==> src/rtl/prog_loader_pkg.sv <==
// Shared BIP definitions: instruction geometry, opcode map and the
// serial program loader's start command and state encoding.
package prog_loader_pkg;

  localparam int BIP_IBITS = 16;
  localparam int BIP_ADDR  = 11;
  localparam int BIP_DBITS = 8;
  localparam logic [7:0] BIP_START_BYTE = 8'hA5;

  // Opcode field occupies the top five bits of every instruction word.
  localparam int OPC_MSB = 15;
  localparam int OPC_LSB = 11;

  typedef enum logic [4:0] {
    OP_HLT  = 5'b00000,
    OP_STO  = 5'b00001,
    OP_LD   = 5'b00010,
    OP_LDI  = 5'b00011,
    OP_ADD  = 5'b00100,
    OP_ADDI = 5'b00101,
    OP_SUB  = 5'b00110,
    OP_SUBI = 5'b00111
  } opcode_e;

  typedef enum logic [1:0] {
    IDLE    = 2'd0,
    WAIT_HI = 2'd1,
    WAIT_LO = 2'd2,
    DONE    = 2'd3
  } loader_state_e;

  function automatic logic is_halt(input logic [BIP_IBITS-1:0] word);
    return word[OPC_MSB:OPC_LSB] == OP_HLT;
  endfunction

endpackage

==> src/rtl/prog_loader.sv <==
// Serial program loader: assembles big-endian byte pairs from the UART
// into instruction words and writes them to program memory while holding the CPU in reset.
module prog_loader
  import prog_loader_pkg::*;
#(
  parameter int IBITS = BIP_IBITS,
  parameter int ADDR  = BIP_ADDR,
  parameter int DBITS = BIP_DBITS,
  parameter logic [DBITS-1:0] START_BYTE = BIP_START_BYTE
) (
  input  logic             i_clk,
  input  logic             i_rst,
  input  logic [DBITS-1:0] i_rx_data,
  input  logic             i_rx_done,
  output logic             o_wr_en,
  output logic [ADDR-1:0]  o_wr_addr,
  output logic [IBITS-1:0] o_wr_data,
  output logic             o_cpu_rst,
  output logic             o_done,
  output logic [ADDR:0]    o_count
);

  localparam logic [ADDR:0] COUNT_MAX = {1'b1, {ADDR{1'b0}}};

  loader_state_e    r_state;
  logic [DBITS-1:0] r_hi;
  logic [ADDR-1:0]  r_addr;
  logic             r_wr_en;
  logic [ADDR-1:0]  r_wr_addr;
  logic [IBITS-1:0] r_wr_data;
  logic             r_cpu_rst;
  logic             r_done;
  logic [ADDR:0]    r_count;

  logic [IBITS-1:0] w_word;
  logic             w_start;
  logic             w_halt;
  logic             w_last;

  assign w_word  = IBITS'({r_hi, i_rx_data});
  assign w_start = i_rx_done && (i_rx_data == START_BYTE);
  assign w_halt  = is_halt(BIP_IBITS'(w_word));
  // The top address is written once and then loading stops, so memory never wraps.
  assign w_last  = &r_addr;

  always_ff @(posedge i_clk or posedge i_rst) begin
    if (i_rst) begin
      r_state   <= IDLE;
      r_hi      <= '0;
      r_addr    <= '0;
      r_wr_en   <= 1'b0;
      r_wr_addr <= '0;
      r_wr_data <= '0;
      r_cpu_rst <= 1'b1;
      r_done    <= 1'b0;
      r_count   <= '0;
    end else begin
      r_wr_en <= 1'b0;
      case (r_state)
        IDLE, DONE: begin
          if (w_start) begin
            r_state   <= WAIT_HI;
            r_addr    <= '0;
            r_count   <= '0;
            r_cpu_rst <= 1'b1;
            r_done    <= 1'b0;
          end
        end
        WAIT_HI: begin
          if (i_rx_done) begin
            r_hi    <= i_rx_data;
            r_state <= WAIT_LO;
          end
        end
        WAIT_LO: begin
          if (i_rx_done) begin
            r_wr_en   <= 1'b1;
            r_wr_data <= w_word;
            r_wr_addr <= r_addr;
            if (!w_last) begin
              r_addr <= r_addr + 1'b1;
            end
            if (r_count != COUNT_MAX) begin
              r_count <= r_count + 1'b1;
            end
            // Leaving for WAIT_HI here lets a byte arriving alongside the write strobe land as the next high byte.
            if (w_halt || w_last) begin
              r_state   <= DONE;
              r_cpu_rst <= 1'b0;
              r_done    <= 1'b1;
            end else begin
              r_state <= WAIT_HI;
            end
          end
        end
        default: r_state <= IDLE;
      endcase
    end
  end

  assign o_wr_en   = r_wr_en;
  assign o_wr_addr = r_wr_addr;
  assign o_wr_data = r_wr_data;
  assign o_cpu_rst = r_cpu_rst;
  assign o_done    = r_done;
  assign o_count   = r_count;

endmodule

==> config.mk <==
export PLATFORM = sky130hd
export DESIGN_NAME = prog_loader
export DESIGN_NICKNAME = d
export VERILOG_FILES = /design/src/rtl/prog_loader_pkg.sv /design/src/rtl/prog_loader.sv
export SDC_FILE = /design/constraint.sdc
export NUM_CORES = 1
export LEC_CHECK = 0
export BUFFER_PORTS_ARGS = -buffer_cell sky130_fd_sc_hd__buf_2
export CAP_MARGIN = 20
export CORE_UTILIZATION = 50
export CTS_BUF_LIST = sky130_fd_sc_hd__clkbuf_8
export DETAILED_ROUTE_END_ITERATION = 16
export HOLD_SLACK_MARGIN = 0.15
export PLACE_DENSITY_LB_ADDON = 0.25
export SYNTH_ARGS = -nofsm -noshare
export SYNTH_HDL_FRONTEND = slang
export SYNTH_SLANG_ARGS = --single-unit
==> constraint.sdc <==
create_clock -name i_clk -period 2.8 [get_ports i_clk]
set_input_delay 0.56 -clock i_clk [delete_from_list [all_inputs] [get_ports i_clk]]
set_output_delay 0.56 -clock i_clk [all_outputs]
set_load 0.005 [all_outputs]
==> impl.org <==
** Setup path
- Dominant cell type by count on the critical path :: sky130_fd_sc_hd__buf_4
- Worst path arrival time :: approximately 2.3 ns
- RR Endpoint :: r_addr[9]
- The worst register-to-register path begins at r_state[0].
- Endpoint kind of the worst setup timing path :: flip-flop
- Slowest cell on the critical path :: sky130_fd_sc_hd__ha_1
- CP Class :: reg2reg
- Along the worst path, the maximum fanout reaches 12.
- STA classifies the critical path startpoint as a flip-flop.
- R2r setup slk :: slightly above 0.7 ns
- STA puts the critical path data required time at 3.03 ns.
- The critical path goes through inv_1, ha_1, and3b_1, a41oi_1, buf_4, buf_4, nor2_1, o22a_1.
- Delay of the slowest cell on the worst path :: 0.48 ns
- Number of cell instances on the worst register-to-register path :: 8

** Drt
- Via count of the routed design :: 2620
- The first routing iteration left 150 violations.
- Dividing the detail-routed wire length by the instance count gives ~15 um.
- In the routed design, unresolved DRC markers number 0.
- After detailed routing, the number of vias per cell comes to 5.70.
- Routed Wire Length :: 7060 um
- Iteration count of the initial detailed-routing pass :: 4
- In this run the remaining antenna-violating nets after routing total 0.

** Synth
- After technology mapping, the gate count stands at between 300 and 400.
- Most instantiated library cell after synthesis :: sky130_fd_sc_hd__nand2_1
- Synthesis inferred 63 register bits.
- Number of distinct standard cells referenced by the synthesized netlist :: 55
- Yosys warning total :: 0
- Of all flip-flops after synthesis, the portion carrying an async set or reset was between 90% and 100%.
- Cell types with the highest counts after synthesis :: sky130_fd_sc_hd__nand2_1 (86), sky130_fd_sc_hd__dfrtp_1 (62), sky130_fd_sc_hd__inv_1 (19), sky130_fd_sc_hd__nand4_1 (12)
- Synthesized area divided by synthesized cell count :: roughly 9.5 um^2
- Share of the synthesized area in the top cell type :: 50.2%
- For this run, the leading register cell type out of synthesis is sky130_fd_sc_hd__dfrtp_1.
- The cell area that synthesis handed to floorplanning was around 0.0031 mm^2.
- Top cell type by total area after synthesis :: sky130_fd_sc_hd__dfrtp_1
- Largest cells by area after synthesis :: sky130_fd_sc_hd__dfrtp_1 (50%), sky130_fd_sc_hd__nand2_1 (10%), sky130_fd_sc_hd__mux2_2 (3.3%), sky130_fd_sc_hd__ha_1 (2.4%), sky130_fd_sc_hd__nand4_1 (2.4%)
- Count of flip-flops with a built-in enable after synthesis :: 0
- Syn nets :: between 300 and 400
- Sequential share of the synthesized area :: between 50% and 60%

** STA
- Clock skew after layout :: ~0.0074 ns
- Hold Vio Cnt, Final :: 0
- Sum Neg Setup Slack :: 0 ns
- At the pin with the least slew margin, the transition time is about 0.78 ns.
- In this run the tightest slew margin relative to its limit is between 40% and 50%.
- Max-slew violation count :: 0
- Dividing the final minimum period by the clock period gives about 74%.
- Achievable clock frequency :: roughly 0.48 GHz
- Unrepaired setup endpoints after global routing :: no
- Counting I/O delays and the setup requirement, the final critical path takes around 2.1 ns.
- Setup violations remaining at the end of the flow were counted as 0.

** Clock network
- In this run, CTS created clock tree buffers numbering 9.
- The H-tree was split into 3 levels.
- The tree built by TritonCTS fans out to 63 sinks.
- TritonCTS built the clock tree.
- CTS placed an instance of sky130_fd_sc_hd__clkbuf_8 at the clock tree root.
- In this run, post-CTS repair resized a total of 0 instances.
- Clock transition at the registers of the reported paths :: roughly 0.08 ns
- Count of buffers added by post-CTS timing repair for setup :: 0
- Buffers inserted to repair hold after CTS numbered 0.
- For the worst-skew pair, the clock arrives at the later sink with an insertion delay of about 0.35 ns.
- CTS Buffer Depth :: 2

** Pwr
- Largest voltage drop on the vdd net :: around 0.00054 V
- Static leakage power :: about 1.8 nW
- Power after layout :: 3.44 mW
- Pwr per Cell Area :: 952 mW/mm^2

** Global route
- Global router's overall resource usage :: 23.9%
- The first global-routing pass estimated 11500 um of wire.
- The number of antenna violations at the first check in global routing came to 0.
- Largest net degree at the start of global routing :: 64
- GRT overflow :: 0
- The via count of the first global-routing pass is 2469.

** Die
- Core ar. :: between 0.005 and 0.006 mm^2
- Measured along the y axis, the die boundary spans between 80 and 90 um.
- During I/O placement, the number of pins put on the boundary was between 50 and 60.
- Starting density of the core :: 51.9%
- The die covers about 0.0065 mm^2.
- After floorplanning, the core was divided into 28 placement rows.
- The die is about 81 um wide.

** Layout
- The net count of the finished layout is 397.
- Fraction of layout cells with a size suffix above 1 :: between 20% and 30%
- Area grow syn2layout :: 17.0%
- Count of filler cells inserted in the layout :: about 560
- 0 antenna diodes ended up in the layout.

** Min path
- Hold Crit Class :: in2async

** Place
- The congestion estimate from routability-driven global placement came to roughly 0.83.
- The count of buffers added on input and output ports is 52.
- Summed over all nets, the half-perimeter wirelength after detailed placement is 4970 um.

** Flow run
- Maximum capacitance violations :: 0

** Outcome
- The run finished with clean final reports.
critical path, delay by kind of cell (launching register included):
kind	cells	cell delay, ns
AOI/OAI and AO/OA	2	0.33
adders and majority gates	1	0.48
buffers and inverters	3	0.44
DFF	1	0.40
and+or+nand+nor	2	0.31
where the power goes:
group,switching (mW),internal (mW)
registers,0.286,1.25
logic,0.596,0.495
clock network,0.382,0.440
cell families after synthesis:
kind of cell             share of synthesized area, %
AO/OA/AOI/OAI                                    13.6
adder cells (fa/ha/maj)                          2.43
buffers and inverters                            5.14
flip-flops                                       51.1
multiplexers                                     4.29
AND/OR/NAND/NOR                                  23.5
flip-flops by register name, summed over array words and instances (netlist names):
register / cells
o_wr_data: 16
o_count: 12
o_wr_addr: 11
r_addr: 11
r_hi: 8
r_state: 2
o_cpu_rst: 1
o_done: 1
o_wr_en: 1
how the worst max path moves through the flow:
stage	start	to	slack (ns)	cells after the start
final	r_state[0]	r_addr[9]	0.72	8
after global routing	r_state[0]	r_addr[1]	0.60	8
after CTS	r_state[0]	r_addr[9]	0.74	8
after detailed placement	i_rx_data[4]	o_count[7]	0.68	6
after global placement	i_rx_data[4]	o_count[7]	0.70	6
after floorplan	i_rst	o_count[0]	0.67	1
layer usage:
layer / routed length [um] / up-vias / global-route usage (%)
li1: - / 1262 / -
met1: 3140 / 1282 / 30.5
met5: 0 / - / 0
met2: 3440 / 63 / 38.3
met4: 163 / 0 / 10.7
met3: 317 / 13 / 5.91
cell type report:
class	instances	area, um^2	area share, %
Sequential cell	63	1580	43.6
Multi-Input combinational cell	228	1350	37.4
Timing Repair Buffer	59	313	8.65
Clock buffer	10	138	3.81
Tap cell	75	93.8	2.60
Inverter	19	71.3	1.97
Clock inverter	6	68.8	1.90
cell usage in the layout (no fill, tap or decap), types with 3 or more instances in the layout:
cell type	synthesis	routed
sky130_fd_sc_hd__nor4_1	4	4
sky130_fd_sc_hd__dfrtp_1	62	62
sky130_fd_sc_hd__o21ai_1	8	8
sky130_fd_sc_hd__ha_1	6	6
sky130_fd_sc_hd__buf_4	1	7
sky130_fd_sc_hd__o211ai_1	3	3
sky130_fd_sc_hd__inv_1	19	18
sky130_fd_sc_hd__nor2_1	11	11
sky130_fd_sc_hd__mux2_2	9	9
sky130_fd_sc_hd__and3_1	5	5
sky130_fd_sc_hd__a31oi_1	4	4
sky130_fd_sc_hd__a21oi_1	11	11
sky130_fd_sc_hd__nand4_1	12	12
sky130_fd_sc_hd__or4_1	4	4
sky130_fd_sc_hd__nor3_1	4	4
sky130_fd_sc_hd__o21ai_0	8	8
sky130_fd_sc_hd__clkbuf_8	2	10
sky130_fd_sc_hd__nand2_1	86	86
sky130_fd_sc_hd__o31ai_1	3	3
sky130_fd_sc_hd__o22ai_1	4	4
sky130_fd_sc_hd__a21o_1	3	3
sky130_fd_sc_hd__buf_2	3	52
sky130_fd_sc_hd__nand3_1	9	9
metrics by stage:
| step | hold WS, ns | cells | instance area [um^2] | utilization, % | worst slack (ns) |
|---|---|---|---|---|---|
| 6_report | 0.425 | 460 | 3620 | 60.7 | 0.724 |
| 5_1_grt | 0.446 | 460 | 3620 | 60.7 | 0.604 |
| 4_1_cts | 0.438 | 460 | 3620 | 60.7 | 0.742 |
| 3_5_place_dp | 0.458 | 444 | 3410 | 57.2 | 0.682 |
| 3_3_place_gp | 0.451 | 444 | 3410 | 57.2 | 0.702 |
| 2_1_floorplan | 0.433 | 326 | 3090 | - | 0.672 |
No activity file was read; power rests on OpenSTA's default activity.
